[src/rtl/output_collector.sv]
// Captures chip output results from the shared con_* buses, tags each with its
// external-memory word address and drains them through a small FIFO to memory.
module output_collector #(
    parameter int unsigned           IO_DATA_WIDTH      = 16,
    parameter int unsigned           ACCUMULATION_WIDTH = 32,
    parameter int unsigned           FEATURE_MAP_WIDTH  = 1024,
    parameter int unsigned           FEATURE_MAP_HEIGHT = 1024,
    parameter int unsigned           OUTPUT_NB_CHANNELS = 64,
    parameter int unsigned           ADDR_WIDTH         = 32,
    parameter logic [ADDR_WIDTH-1:0] OUT_BASE_ADDR      = '0,
    parameter int unsigned           FIFO_DEPTH         = 8
) (
    input  logic                                   clk,
    input  logic                                   rst_in,
    input  logic                                   start,
    input  logic [IO_DATA_WIDTH-1:0]               con_1,
    input  logic [IO_DATA_WIDTH-1:0]               con_2,
    input  logic                                   driving_cons,
    input  logic                                   output_valid,
    input  logic [$clog2(FEATURE_MAP_WIDTH)-1:0]   output_x,
    input  logic [$clog2(FEATURE_MAP_HEIGHT)-1:0]  output_y,
    input  logic [$clog2(OUTPUT_NB_CHANNELS)-1:0]  output_ch,
    output logic                                   mem_we,
    output logic [ADDR_WIDTH-1:0]                  mem_addr,
    output logic [ACCUMULATION_WIDTH-1:0]          mem_wdata,
    input  logic                                   mem_ready,
    output logic                                   busy,
    output logic                                   done,
    output logic                                   overflow,
    output logic [$clog2(FEATURE_MAP_WIDTH*FEATURE_MAP_HEIGHT*OUTPUT_NB_CHANNELS+1)-1:0] out_count
);

    localparam int unsigned XW    = $clog2(FEATURE_MAP_WIDTH);
    localparam int unsigned YW    = $clog2(FEATURE_MAP_HEIGHT);
    localparam int unsigned CW    = $clog2(OUTPUT_NB_CHANNELS);
    localparam int unsigned IDX_W = XW + YW + CW;
    localparam int unsigned TOTAL = FEATURE_MAP_WIDTH * FEATURE_MAP_HEIGHT * OUTPUT_NB_CHANNELS;
    localparam int unsigned CNT_W = $clog2(TOTAL + 1);
    localparam int unsigned PTR_W = $clog2(FIFO_DEPTH);

    localparam logic [CNT_W-1:0] LAST_C = CNT_W'(TOTAL - 1);
    localparam logic [PTR_W:0]   FULL_C = (PTR_W + 1)'(FIFO_DEPTH);

    typedef enum logic [1:0] {IDLE, COLLECT, DRAIN, DONE} state_t;

    state_t                        state_q;
    logic [ADDR_WIDTH-1:0]         addr_mem_q [FIFO_DEPTH];
    logic [ACCUMULATION_WIDTH-1:0] data_mem_q [FIFO_DEPTH];
    logic [PTR_W-1:0]              rd_ptr_q, wr_ptr_q;
    logic [PTR_W:0]                fill_q, fill_d;
    logic [CNT_W-1:0]              out_count_q;
    logic                          overflow_q, busy_q, done_q;

    logic                  fifo_empty, fifo_full, pop, capture, push, drop, start_accept;
    logic [IDX_W-1:0]      idx;
    logic [ADDR_WIDTH-1:0] entry_addr;

    always_comb begin
        fifo_empty   = (fill_q == '0);
        fifo_full    = (fill_q == FULL_C);
        pop          = !fifo_empty && mem_ready;
        capture      = (state_q == COLLECT) && driving_cons && output_valid;
        // A full FIFO still accepts the push when the head leaves on the same edge.
        push         = capture && (!fifo_full || pop);
        drop         = capture && fifo_full && !pop;
        start_accept = (state_q == IDLE) && start;
        idx          = {output_y, output_x, output_ch};
        entry_addr   = OUT_BASE_ADDR + ADDR_WIDTH'(idx);
        fill_d       = fill_q + {{PTR_W{1'b0}}, push} - {{PTR_W{1'b0}}, pop};
    end

    always_ff @(posedge clk) begin
        if (rst_in) begin
            state_q     <= IDLE;
            rd_ptr_q    <= '0;
            wr_ptr_q    <= '0;
            fill_q      <= '0;
            out_count_q <= '0;
            overflow_q  <= 1'b0;
            busy_q      <= 1'b0;
            done_q      <= 1'b0;
        end else begin
            if (push) begin
                addr_mem_q[wr_ptr_q] <= entry_addr;
                data_mem_q[wr_ptr_q] <= {con_2, con_1};
            end

            if (start_accept) begin
                rd_ptr_q <= '0;
                wr_ptr_q <= '0;
                fill_q   <= '0;
            end else begin
                if (push) wr_ptr_q <= wr_ptr_q + 1'b1;
                if (pop)  rd_ptr_q <= rd_ptr_q + 1'b1;
                fill_q <= fill_d;
            end

            case (state_q)
                IDLE: begin
                    if (start) begin
                        state_q     <= COLLECT;
                        busy_q      <= 1'b1;
                        out_count_q <= '0;
                        overflow_q  <= 1'b0;
                    end
                end
                COLLECT: begin
                    if (capture) begin
                        out_count_q <= out_count_q + 1'b1;
                        if (drop) overflow_q <= 1'b1;
                        if (out_count_q == LAST_C) state_q <= DRAIN;
                    end
                end
                DRAIN: begin
                    if (fill_d == '0) begin
                        state_q <= DONE;
                        done_q  <= 1'b1;
                    end
                end
                DONE: begin
                    state_q <= IDLE;
                    done_q  <= 1'b0;
                    busy_q  <= 1'b0;
                end
                default: state_q <= IDLE;
            endcase
        end
    end

    assign mem_we    = !fifo_empty;
    assign mem_addr  = fifo_empty ? '0 : addr_mem_q[rd_ptr_q];
    assign mem_wdata = fifo_empty ? '0 : data_mem_q[rd_ptr_q];
    assign busy      = busy_q;
    assign done      = done_q;
    assign overflow  = overflow_q;
    assign out_count = out_count_q;

endmodule

[config.mk]
export PLATFORM = sky130hd
export DESIGN_NAME = output_collector
export DESIGN_NICKNAME = d
export VERILOG_FILES = /design/src/rtl/output_collector.sv
export SDC_FILE = /design/constraint.sdc
export NUM_CORES = 1
export LEC_CHECK = 0
export BUFFER_PORTS_ARGS = -buffer_cell sky130_fd_sc_hd__buf_2
export CORE_MARGIN = 2
export CORE_UTILIZATION = 56
export DETAILED_ROUTE_END_ITERATION = 7
export GPL_TIMING_DRIVEN = 0
export PLACE_DENSITY_LB_ADDON = 0.08
export SYNTH_ARGS = -nofsm -noshare
export SYNTH_HDL_FRONTEND = slang
export SYNTH_SLANG_ARGS = --single-unit
[constraint.sdc]
create_clock -name clk -period 15.9 [get_ports clk]
set_input_delay 2.385 -clock clk [delete_from_list [all_inputs] [get_ports clk]]
set_output_delay 2.385 -clock clk [all_outputs]
set_load 0.005 [all_outputs]
==> Yosys cells after proc, flatten, opt, wreduce, memory -nomap -nowiden <==
Memories as Yosys holds them, arrays and structs flattened. A register that Yosys moved wholly into a read port is not among the register bits.
Cells that the tools add are included.
Widths: inputs -> output; s select.
{ "word_totals": {"register_bits": 42, "ramBits": 464, "inputBits": 64, "out_inout_bits": 95, "wordCells": 73, "n_memories": 2} }
{ "mem_list": {"columns": ["name", "depth", "width", "read_ports", "rd_clocked_by_memory_dff", "write_ports", "line_no", "text"], "rows": [
  ["data_mem_q", 8, 32, 1, 1, 1, "48", "logic [ACCUMULATION_WIDTH-1:0] data_mem_q [FIFO_DEPTH];"],
  ["addr_mem_q", 8, 26, 1, 1, 1, "47", "logic [ADDR_WIDTH-1:0] addr_mem_q [FIFO_DEPTH];"]
]} }
{ "classes": {"n_addsub": 5, "eq_ne": 10, "muxes": 25, "n_reduce_logical": 23} }
{ "ops": {"columns": ["op", "count"], "rows": [
  ["$mux 32", 2],
  ["$mux 27", 2],
  ["$pmux 27 s2", 1],
  ["$add 27x1->27 const B", 1],
  ["$eq 27x26->1 const B", 1],
  ["$mux 3", 4],
  ["$logic_not 4->1", 2],
  ["$mux 1", 8],
  ["$mux 2", 4],
  ["$ne 2x2->1 const B", 4],
  ["$pmux 2 s4", 1],
  ["$reduce_and 4->1", 2],
  ["$logic_and 1x1->1", 7],
  ["$add 3x1->3 const B", 2],
  ["$pmux 1 s2", 3],
  ["$reduce_bool 2->1", 3],
  ["$add 4x1->4", 1],
  ["$eq 2x2->1 const B", 2],
  ["$eq 4x4->1 const B", 1],
  ["$reduce_and 2->1", 2],
  ["$sub 4x1->4", 1],
  ["$logic_not 1->1", 3],
  ["$reduce_and 3->1", 1],
  ["$eq 2x1->1 const B", 1],
  ["other kinds (4)", 4]
]} }

==> Longest topological paths before layout <==
Gate-level depths: netlist (run 1).
{ "depth": {"word_depth": 10, "ltp_mapped": 15, "depth_no_buf": 14} }

==> Worst setup path before layout (run 1) <==
OpenSTA, ideal clock, no wires.
{ "synth_path": {"path_type": "in2reg", "startpoint": "in output_valid", "endpoint": "mem addr_mem_q[4][0] in the netlist's numbering, enable pin", "setup_time_ns": 0.617, "arrival_ns": 8.443, "required_ns": 15.283, "setup_slack_ns": 6.840, "stages": 4, "path_buffers": 0, "path_cell_list": "nand3_2 -> a31oi_2 -> nand2_1 -> nor4_1"} }
{ "synth_between": {"elab_chain_cells": 5} }
{ "synth_lines": {"columns": ["element", "line_no", "text"], "rows": [
  ["start: declaration", "19", "input logic output_valid,"],
  ["$logic_and 1x1->1", "62", "capture = (state_q == COLLECT) && driving_cons && output_valid;"],
  ["$logic_and 1x1->1", "64", "push = capture && (!fifo_full || pop);"],
  ["$mux 1", "83", "if (push) begin"],
  ["$mux 1", "73", "if (rst_in) begin"],
  ["$mux 1 (not written as such)", "84", "addr_mem_q[wr_ptr_q] <= entry_addr;"],
  ["end: declaration", "47", null]
]} }
Every way passes these cells.

==> Worst setup path in the final report (run 1) <==
{ "layout_path": {"startpoint": "reg fill_q[1]", "endpoint": "out mem_wdata[15]"} }
{ "layout_between": {"elab_chain_cells": 2} }
{ "layout_lines": {"columns": ["element", "line_no", "text"], "rows": [
  ["start: declaration", "50", "logic [PTR_W:0] fill_q, fill_d;"],
  ["start signal: assignment", "95", "fill_q <= fill_d;"],
  ["$logic_not 4->1", "59", "fifo_empty = (fill_q == '0);"],
  ["$mux 32", "132", "assign mem_wdata = fifo_empty ? '0 : data_mem_q[rd_ptr_q];"],
  ["end: declaration", "25", "output logic [ACCUMULATION_WIDTH-1:0] mem_wdata,"]
]} }
Every way passes these cells.

==> impl_results.html, run 1 <==
<table>
<tr><th>Metric</th><th>Value</th></tr>
<tr><th colspan="2">STA</th></tr>
<tr><td>Period Utilization, post-route</td><td>32.71%</td></tr>
<tr><td>Minimum clock period</td><td>5.201 ns</td></tr>
<tr><td>Final slew viol count</td><td>0</td></tr>
<tr><td>Max-slew headroom at the worst pin</td><td>36.20%</td></tr>
<tr><td>Number of endpoints with negative hold slack in the final report</td><td>0</td></tr>
<tr><td>Slew at the pin closest to its max-slew limit</td><td>0.9571 ns</td></tr>
<tr><td>Max Clock Freq</td><td>192.3 MHz</td></tr>
<tr><td>Setup repair after global routing missed its margin</td><td>no</td></tr>
<tr><td>Worst Hold Slack</td><td>0.4978 ns</td></tr>
<tr><td>Post-Route Setup TNS</td><td>0 ns</td></tr>
<tr><td>Maximum clock skew at final layout</td><td>0.02442 ns</td></tr>
<tr><td># setup viols final</td><td>0</td></tr>
<tr><th colspan="2">CTS</th></tr>
<tr><td>CTS sink cnt</td><td>509</td></tr>
<tr><td>Max Buffers Root-to-Sink</td><td>3</td></tr>
<tr><td>Master cell of the clock root buffer</td><td>sky130_fd_sc_hd__clkbuf_16</td></tr>
<tr><td>Clock tree from TritonCTS</td><td>built</td></tr>
<tr><td>Level count of the clock H-tree</td><td>2</td></tr>
<tr><td>Post-CTS sizing</td><td>0</td></tr>
<tr><td>Insertion delay to the later sink of the worst-skew pair</td><td>0.59 ns</td></tr>
<tr><td>Count of hold buffers inserted by post-cts repair</td><td>0</td></tr>
<tr><td>Cts bufs inserted</td><td>51</td></tr>
<tr><td>Worst-path clk slew</td><td>0.06 ns</td></tr>
<tr><td>Buffers inserted by post-CTS timing repair</td><td>0</td></tr>
<tr><th colspan="2">Global route</th></tr>
<tr><td>Global-route wire length before repair</td><td>61090 um</td></tr>
<tr><td>Number of global-route vias before repair</td><td>10200</td></tr>
<tr><td>Global route total overflow</td><td>0</td></tr>
<tr><td>Largest net degree at the start of global routing</td><td>45</td></tr>
<tr><td>Antenna violations before repair</td><td>7</td></tr>
<tr><td>Overall Global Routing Usage</td><td>22.70%</td></tr>
<tr><th colspan="2">Synthesis</th></tr>
<tr><td>Biggest area contributors in the synthesized netlist</td><td>sky130_fd_sc_hd__edfxtp_1 (70%), sky130_fd_sc_hd__mux4_2 (13%), sky130_fd_sc_hd__dfxtp_1 (4.5%), sky130_fd_sc_hd__mux2i_1 (3.1%), sky130_fd_sc_hd__nor2_1 (2.0%)</td></tr>
<tr><td>Share of the synthesized area in the top cell type</td><td>69.97%</td></tr>
<tr><td>Avg Inst Size Synth</td><td>19.76 um^2</td></tr>
<tr><td>Part of the Yosys area used for sequential elements</td><td>74.49%</td></tr>
<tr><td>Share of synthesized registers carrying an async set or reset</td><td>0%</td></tr>
<tr><td>Post-Synthesis Cells</td><td>1008</td></tr>
<tr><td>Count of different cell masters after synthesis</td><td>46</td></tr>
<tr><td>Post-synth EDFFs</td><td>464</td></tr>
<tr><td>Yosys reg bits</td><td>509</td></tr>
<tr><td>Number of warnings issued by yosys</td><td>0</td></tr>
<tr><td>Cell area after technology mapping</td><td>19910 um^2</td></tr>
<tr><td>Prevailing post-synth register cell</td><td>sky130_fd_sc_hd__edfxtp_1</td></tr>
<tr><td>Dominant cell by count in the synthesized netlist</td><td>sky130_fd_sc_hd__edfxtp_1</td></tr>
<tr><td>Cell types with the highest counts after synthesis</td><td>sky130_fd_sc_hd__edfxtp_1 (464), sky130_fd_sc_hd__mux4_2 (116), sky130_fd_sc_hd__nor2_1 (105), sky130_fd_sc_hd__mux2i_1 (61), sky130_fd_sc_hd__dfxtp_1 (45)</td></tr>
<tr><td>Yosys top cell by area</td><td>sky130_fd_sc_hd__edfxtp_1</td></tr>
<tr><th colspan="2">Route</th></tr>
<tr><td>Count of unresolved DRC violations after routing</td><td>0</td></tr>
<tr><td>Violation count after the first detailed-routing iteration</td><td>550</td></tr>
<tr><td>Antenna viol nets, final</td><td>0</td></tr>
<tr><td>Post-DR vias/cell</td><td>5.743</td></tr>
<tr><td>Number of detailed-routing iterations run before antenna repair</td><td>5</td></tr>
<tr><td>Post-detailed-route wirelength per cell</td><td>23.42 um</td></tr>
<tr><td>Detailed-route via count</td><td>10030</td></tr>
<tr><td>Total detailed-routing wirelength</td><td>40890 um</td></tr>
<tr><th colspan="2">Final layout</th></tr>
<tr><td>Count of nets after finishing</td><td>1321</td></tr>
<tr><td>Share of final-layout standard cells stronger than drive strength 1</td><td>32.84%</td></tr>
<tr><td>Area Growth Syn to Fin</td><td>17.65%</td></tr>
<tr><th colspan="2">Setup path</th></tr>
<tr><td>Largest fanout on the critical path</td><td>10</td></tr>
<tr><td>CP Capture Type</td><td>primary output</td></tr>
<tr><td>Data arrival time of the critical path</td><td>2.82 ns</td></tr>
<tr><td>CP required</td><td>13.52 ns</td></tr>
<tr><td>Kind of launch point of the worst setup path</td><td>flop</td></tr>
<tr><td>Category of the critical setup timing path</td><td>reg -&gt; out</td></tr>
<tr><td>Worst setup slack for register-to-register paths</td><td>12.55 ns</td></tr>
<tr><th colspan="2">Place</th></tr>
<tr><td>Number of buffers inserted by port buffering</td><td>151</td></tr>
<tr><td>Gpl congestion</td><td>0.8106</td></tr>
<tr><td>DP Wirelength</td><td>25250 um</td></tr>
<tr><th colspan="2">Power</th></tr>
<tr><td>Cell Pwr Density</td><td>140.5 nW/um^2</td></tr>
<tr><td>Static leakage</td><td>7.804 nW</td></tr>
<tr><td>Largest voltage drop on the vdd net</td><td>0.1050 mV</td></tr>
<tr><th colspan="2">Floorplan</th></tr>
<tr><td>Initial Util</td><td>56.40%</td></tr>
<tr><td>Die Area</td><td>37090 um^2</td></tr>
<tr><td>Placeable Area</td><td>35310 um^2</td></tr>
<tr><td>IO Count</td><td>159</td></tr>
<tr><td>Std-Cell Rows</td><td>69</td></tr>
<tr><td>Die W</td><td>192.6 um</td></tr>
<tr><td>Die outline height</td><td>192.6 um</td></tr>
<tr><th colspan="2">Job</th></tr>
<tr><td>Max-cap violations</td><td>0</td></tr>
<tr><th colspan="2">Min path</th></tr>
<tr><td>Path category of the worst min-delay check</td><td>reg -&gt; reg</td></tr>
<tr><th colspan="2">Outcome</th></tr>
<tr><td>Result of the run</td><td>finished, final reports clean</td></tr>
</table>
[area by class of cell]
class | instances | area, um^2
Sequential cell | 509 | 14830
Fill cell | 2388 | 11880
Multi-Input combinational cell | 441 | 4820
Clock buffer | 70 | 1440
Timing Repair Buffer | 177 | 1225
Tap cell | 461 | 576.8
Buffer | 52 | 287.8
Clock inverter | 22 | 196.4
Inverter | 11 | 41.29
Antenna cell | 3 | 7.507
[through the flow]
step / utilization (%) / setup slack (ns) / cell area (um^2) / instances / total power, mW
after global placement: 60.22 / 0.5851 / 21270 / 1625 / 2.162
final: 66.35 / 10.70 / 23430 / 1746 / 3.291
after detailed placement: 61.70 / 10.89 / 21780 / 1651 / 2.170
after floorplan: - / 6.840 / 19930 / 1013 / 1.920
after CTS: 66.33 / 10.63 / 23420 / 1743 / 3.327
after global routing: 66.34 / 10.53 / 23420 / 1744 / 3.437
[worst max-delay path, stage by stage (launching register included)]
cell and delay (ns):
sky130_fd_sc_hd__dfxtp_1 0.34, sky130_fd_sc_hd__nor2_1 0.22, sky130_fd_sc_hd__and2_1 0.16, sky130_fd_sc_hd__clkbuf_1 0.32, sky130_fd_sc_hd__clkbuf_1 0.55, sky130_fd_sc_hd__buf_2 0.39, sky130_fd_sc_hd__nor2_1 0.10, sky130_fd_sc_hd__buf_2 0.13
[cell families (layout without fill, tap and decap cells)]
group | Yosys count | in the layout | synth area share (%)
fa+ha+maj | 14 | 14 | 0.9173
mux | 179 | 179 | 16.30
simple gates | 191 | 191 | 4.562
buf+inv | 63 | 332 | 1.652
compound gates | 21 | 21 | 0.7414
flops | 509 | 509 | 74.49
xor+xnor | 30 | 30 | 1.319
other cells | 1 | 9 | 0.01883
[power breakdown]
group / switching [mW] / internal, mW
Combinational: 0.357 / 0.285
Sequential: 0.00888 / 1.48
Clock: 0.482 / 0.680
[layout by cell type (no fill, tap or decap), drive strengths merged, types with 2 or more instances in the layout]
master,n
a21oi,9
a22oi,2
a31oi,2
and2,3
and3,10
and4,3
buf,212
bufinv,3
clkbuf,87
clkinv,16
clkinvlp,2
conb,6
dfxtp,45
diode,3
edfxtp,464
ha,13
inv,12
mux2,2
mux2i,61
mux4,116
nand2,21
nand3,16
nand3b,2
nand4,14
nor2,105
nor2b,3
nor3,3
nor4,6
o21ai,2
xnor2,12
xor2,18
[registers in the layout, summed over array words and instances, names as in the netlist, named ones only]
| name | flops |
|---|---|
| fill_q | 4 |
| rd_ptr_q | 3 |
| out_count | 27 |
| addr_mem_q | 208 |
| wr_ptr_q | 3 |
| state_q | 2 |
| done | 1 |
| overflow | 1 |
| data_mem_q | 256 |
| busy | 1 |
[path summary, 6_finish.rpt]
| path | startpoint | to | depth (start not counted) |
|---|---|---|---|
| min reg2reg | busy$_SDFFE_PP0P_ | busy$_SDFFE_PP0P_ | 2 |
| max reg2reg | fill_q[1]$_SDFF_PP0_ | state_q[1]$_SDFFE_PP0P_ | 13 |
| max | fill_q[1]$_SDFF_PP0_ | mem_wdata[15] | 7 |
| min | busy$_SDFFE_PP0P_ | busy$_SDFFE_PP0P_ | 2 |
[metal layers]
metal | vias to the layer above | track usage, % | wire, um
met5 | - | 0 | 65
li1 | 4499 | - | -
met4 | 10 | 6.224 | 830
met3 | 67 | 4.765 | 2489
met2 | 277 | 37.30 | 20040
met1 | 5174 | 31.24 | 17460
Power figures use the tool's default switching activity.
==> run 2: changes to the inputs <==
Settings changed: ABC_AREA from default to 1, CORE_UTILIZATION 56 to 54.
Clock period 15.9 ns to 4.7 ns, I/O delays scaled along.
==> run 2 against run 1 <==
Against the previous run: via count rose by 38%; wire length grew 21%; critical path depth increased by 1; utilization is 2.4 points lower; final cell count increased by 41%; final area increased by 2.0%; hold slack got worse by 0.096 ns; power rose to 3.6 times the previous value; global-route usage grew 2.7 points; sequential share of layout area shrank 1.3 points; register-to-register slack lost 11 ns; area after synthesis up 2.5%; largest cell class unchanged.
==> impl_results.html, run 2 <==
<table>
<tr><th>Metric</th><th>Value</th></tr>
<tr><th colspan="2">Outcome</th></tr>
<tr><td>Result of the run</td><td>finished, final reports clean</td></tr>
<tr><th colspan="2">STA</th></tr>
<tr><td>Slew at the pin closest to its max-slew limit</td><td>0.7236 ns (-0.2334 ns)</td></tr>
<tr><td>Setup repair after global routing missed its margin</td><td>no</td></tr>
<tr><td>Max-slew headroom at the worst pin</td><td>51.64% (+15 points)</td></tr>
<tr><td>Number of endpoints with negative hold slack in the final report</td><td>0 (unchanged)</td></tr>
<tr><td>Final slew viol count</td><td>0 (unchanged)</td></tr>
<tr><td>Period Utilization, post-route</td><td>81.40%</td></tr>
<tr><td>Minimum clock period</td><td>3.826 ns</td></tr>
<tr><td># setup viols final</td><td>0 (unchanged)</td></tr>
<tr><td>Max Clock Freq</td><td>261.4 MHz</td></tr>
<tr><td>Maximum clock skew at final layout</td><td>0.01688 ns (-0.007543 ns)</td></tr>
<tr><td>Post-Route Setup TNS</td><td>0 ns (unchanged)</td></tr>
<tr><th colspan="2">Route</th></tr>
<tr><td>Violation count after the first detailed-routing iteration</td><td>1164 (+110%)</td></tr>
<tr><td>Post-DR vias/cell</td><td>5.593 (-2.6%)</td></tr>
<tr><td>Count of unresolved DRC violations after routing</td><td>0 (unchanged)</td></tr>
<tr><td>Total detailed-routing wirelength</td><td>49400 um (+21%)</td></tr>
<tr><td>Number of detailed-routing iterations run before antenna repair</td><td>5 (unchanged)</td></tr>
<tr><td>Detailed-route via count</td><td>13810 (+38%)</td></tr>
<tr><td>Post-detailed-route wirelength per cell</td><td>20.01 um (-15%)</td></tr>
<tr><td>Antenna viol nets, final</td><td>0 (unchanged)</td></tr>
<tr><th colspan="2">Floorplan</th></tr>
<tr><td>Die Area</td><td>39350 um^2 (+6.1%)</td></tr>
<tr><td>Die W</td><td>198.4 um (+3.0%)</td></tr>
<tr><td>IO Count</td><td>159 (unchanged)</td></tr>
<tr><td>Die outline height</td><td>198.4 um (+3.0%)</td></tr>
<tr><td>Placeable Area</td><td>37400 um^2 (+5.9%)</td></tr>
<tr><td>Std-Cell Rows</td><td>71 (+2.9%)</td></tr>
<tr><td>Initial Util</td><td>54.55% (-1.8 points)</td></tr>
<tr><th colspan="2">Synthesis</th></tr>
<tr><td>Dominant cell by count in the synthesized netlist</td><td>sky130_fd_sc_hd__edfxtp_1</td></tr>
<tr><td>Yosys top cell by area</td><td>sky130_fd_sc_hd__edfxtp_1</td></tr>
<tr><td>Share of the synthesized area in the top cell type</td><td>68.29% (-1.7 points)</td></tr>
<tr><td>Yosys reg bits</td><td>509 (unchanged)</td></tr>
<tr><td>Share of synthesized registers carrying an async set or reset</td><td>0% (unchanged)</td></tr>
<tr><td>Prevailing post-synth register cell</td><td>sky130_fd_sc_hd__edfxtp_1</td></tr>
<tr><td>Part of the Yosys area used for sequential elements</td><td>72.71% (-1.8 points)</td></tr>
<tr><td>Number of warnings issued by yosys</td><td>0 (unchanged)</td></tr>
<tr><td>Post-synth EDFFs</td><td>464 (unchanged)</td></tr>
<tr><td>Cell area after technology mapping</td><td>20400 um^2 (+2.5%)</td></tr>
<tr><td>Post-Synthesis Cells</td><td>1692 (+68%)</td></tr>
<tr><td>Count of different cell masters after synthesis</td><td>41 (-11%)</td></tr>
<tr><td>Biggest area contributors in the synthesized netlist</td><td>sky130_fd_sc_hd__edfxtp_1 (68%), sky130_fd_sc_hd__nor2_1 (7.5%), sky130_fd_sc_hd__o21ai_0 (6.8%), sky130_fd_sc_hd__dfxtp_1 (4.4%), sky130_fd_sc_hd__a31oi_1 (1.8%)</td></tr>
<tr><td>Cell types with the highest counts after synthesis</td><td>sky130_fd_sc_hd__edfxtp_1 (464), sky130_fd_sc_hd__nor2_1 (410), sky130_fd_sc_hd__o21ai_0 (276), sky130_fd_sc_hd__nand2_1 (88), sky130_fd_sc_hd__clkbuf_1 (63)</td></tr>
<tr><td>Avg Inst Size Synth</td><td>12.06 um^2 (-39%)</td></tr>
<tr><th colspan="2">Setup path</th></tr>
<tr><td>Kind of launch point of the worst setup path</td><td>flop</td></tr>
<tr><td>CP required</td><td>3.99 ns (-9.53 ns)</td></tr>
<tr><td>CP Capture Type</td><td>primary output</td></tr>
<tr><td>FF-to-FF End</td><td>addr_mem_q[3][9]$_DFFE_PP_</td></tr>
<tr><td>Category of the critical setup timing path</td><td>reg -&gt; out</td></tr>
<tr><td>Worst setup slack for register-to-register paths</td><td>1.42 ns (-11.13 ns)</td></tr>
<tr><td>Data arrival time of the critical path</td><td>3.12 ns (+0.30 ns)</td></tr>
<tr><td>Cells on worst reg2reg path</td><td>11 (-2)</td></tr>
<tr><td>Launch instance of the worst register-to-register path</td><td>fill_q[2]$_SDFF_PP0_</td></tr>
<tr><td>Largest fanout on the critical path</td><td>10 (unchanged)</td></tr>
<tr><td>Launching element of the worst setup path</td><td>fill_q[2]$_SDFF_PP0_</td></tr>
<tr><th colspan="2">Global route</th></tr>
<tr><td>Number of global-route vias before repair</td><td>13330 (+31%)</td></tr>
<tr><td>Global route total overflow</td><td>0 (unchanged)</td></tr>
<tr><td>Global-route wire length before repair</td><td>75350 um (+23%)</td></tr>
<tr><td>Antenna violations before repair</td><td>1 (-6)</td></tr>
<tr><td>Largest net degree at the start of global routing</td><td>28 (-38%)</td></tr>
<tr><td>Overall Global Routing Usage</td><td>25.37% (+2.7 points)</td></tr>
<tr><th colspan="2">Power</th></tr>
<tr><td>Cell Pwr Density</td><td>494.3 nW/um^2 (+250%)</td></tr>
<tr><td>Static leakage</td><td>8.344 nW (+6.9%)</td></tr>
<tr><td>Largest voltage drop on the vdd net</td><td>0.4322 mV (+310%)</td></tr>
<tr><th colspan="2">Final layout</th></tr>
<tr><td>Antenna cell count</td><td>0 (-3)</td></tr>
<tr><td>Largest register FFs</td><td>256 (unchanged)</td></tr>
<tr><td>Share of final-layout standard cells stronger than drive strength 1</td><td>15.27% (-18 points)</td></tr>
<tr><td>Count of nets after finishing</td><td>2000 (+51%)</td></tr>
<tr><td>Most common cell after layout, fill and taps aside</td><td>sky130_fd_sc_hd__edfxtp_1</td></tr>
<tr><td>Reg with most FFs</td><td>data_mem_q</td></tr>
<tr><td>Top library cells by usage in the layout, fill and taps aside</td><td>sky130_fd_sc_hd__edfxtp_1 (464), sky130_fd_sc_hd__nor2_1 (404), sky130_fd_sc_hd__o21ai_0 (276)</td></tr>
<tr><td>Area Growth Syn to Fin</td><td>17.15%</td></tr>
<tr><td>Finished Layout Cells</td><td>2469 (+41%)</td></tr>
<tr><th colspan="2">CTS</th></tr>
<tr><td>Insertion delay to the later sink of the worst-skew pair</td><td>0.57 ns (-0.02 ns)</td></tr>
<tr><td>Master cell of the clock root buffer</td><td>sky130_fd_sc_hd__clkbuf_16</td></tr>
<tr><td>Post-CTS sizing</td><td>0 (unchanged)</td></tr>
<tr><td>Buffers inserted by post-CTS timing repair</td><td>0 (unchanged)</td></tr>
<tr><td>Max Buffers Root-to-Sink</td><td>3 (unchanged)</td></tr>
<tr><td>Cts bufs inserted</td><td>50 (-2.0%)</td></tr>
<tr><td>CTS sink cnt</td><td>509 (unchanged)</td></tr>
<tr><td>Count of hold buffers inserted by post-cts repair</td><td>0 (unchanged)</td></tr>
<tr><td>Worst-path clk slew</td><td>0.06 ns (about the same)</td></tr>
<tr><td>Clock tree from TritonCTS</td><td>built</td></tr>
<tr><td>Level count of the clock H-tree</td><td>2 (unchanged)</td></tr>
<tr><th colspan="2">Place</th></tr>
<tr><td>DP Wirelength</td><td>32730 um (+30%)</td></tr>
<tr><td>Gpl congestion</td><td>0.8261 (+1.9%)</td></tr>
<tr><td>Number of buffers inserted by port buffering</td><td>152 (+0.66%)</td></tr>
<tr><td>Total instance count after detailed placement</td><td>2381 (+44%)</td></tr>
<tr><th colspan="2">Min path</th></tr>
<tr><td>Launch point of the worst hold path</td><td>output_x[3]</td></tr>
<tr><td>Hold Path Sink</td><td>addr_mem_q[4][9]$_DFFE_PP_</td></tr>
<tr><td>Hold Crit Depth</td><td>1 (-1)</td></tr>
<tr><td>Path category of the worst min-delay check</td><td>in -&gt; reg</td></tr>
<tr><th colspan="2">Job</th></tr>
<tr><td>Max-cap violations</td><td>0 (unchanged)</td></tr>
</table>
==> run 2: power breakdown <==
part	internal [mW]	leakage (nW)	switching [mW]
clock	2.18	0.740	1.60
combinational	0.978	3.07	2.03
sequential	5.00	4.53	0.0292
total	8.15	8.34	3.66
==> run 2: worst max-delay path, stage by stage (launching register included) <==
cell and delay, ns:
sky130_fd_sc_hd__dfxtp_1 0.31, sky130_fd_sc_hd__inv_1 0.07, sky130_fd_sc_hd__ha_1 0.19, sky130_fd_sc_hd__nand2_1 0.37, sky130_fd_sc_hd__clkbuf_1 0.52, sky130_fd_sc_hd__clkbuf_1 0.45
sky130_fd_sc_hd__o21ai_0 0.19, sky130_fd_sc_hd__a31oi_1 0.26, sky130_fd_sc_hd__buf_2 0.17
==> run 2: kinds of logic after synthesis <==
group | Yosys count | share of synthesized area [%]
AO/OA/AOI/OAI | 443 | 11.65
XOR/XNOR | 4 | 0.1717
adder cells (fa/ha/maj) | 14 | 0.8954
buffers and inverters | 161 | 3.441
flip-flops | 509 | 72.71
other | 1 | 0.01838
AND/OR/NAND/NOR | 560 | 11.12
==> run 2: area by class of cell <==
| cell class | count | area [um^2] |
|---|---|---|
| inverters | 58 | 220.2 |
| clock buffers | 74 | 1415 |
| plain buffers | 103 | 481.7 |
| repair buffers | 173 | 1249 |
| multi-input cells | 1027 | 4952 |
| well taps | 511 | 639.4 |
| clock inverters | 14 | 110.1 |
| flip-flops and latches | 509 | 14830 |
| fillers | 2876 | 13500 |
==> run 2: routing by layer <==
metal / part of all wire [%] / up-vias / track usage [%]
li1: - / 6549 / -
met5: 0.024 / - / 0
met2: 48 / 491 / 41.20
met3: 6.6 / 96 / 3.561
met1: 43 / 6672 / 35.56
met4: 2.7 / 2 / 8.521
==> run 2: how the worst max path moves through the flow <==
stage / endpoint / slack [ns] / cells after the start
2_1_floorplan: addr_mem_q[2][0]$_DFFE_PP_ / 0.45 / 5
3_3_place_gp: addr_mem_q[7][9]$_DFFE_PP_ / -2.19 / 9
3_5_place_dp: addr_mem_q[3][9]$_DFFE_PP_ / 1.45 / 11
4_1_cts: mem_wdata[22] / 0.89 / 8
5_1_grt: mem_wdata[22] / 0.76 / 8
6_report: mem_wdata[22] / 0.87 / 8
==> run 2: through the flow <==
| stage | hold WS [ns] | util, % | power (mW) | instance area, um^2 | setup WS (ns) |
|---|---|---|---|---|---|
| global route | 0.3951 | 63.91 | 12.38 | 23900 | 0.7645 |
| CTS | 0.3773 | 63.91 | 11.88 | 23900 | 0.8857 |
| global placement | 0.4461 | 58.37 | 8.078 | 21830 | -2.186 |
| finish | 0.4013 | 63.91 | 11.81 | 23900 | 0.8743 |
| detailed placement | 0.4746 | 59.83 | 8.138 | 22380 | 1.455 |
| floorplan | 0.4547 | - | 6.870 | 20430 | 0.4507 |
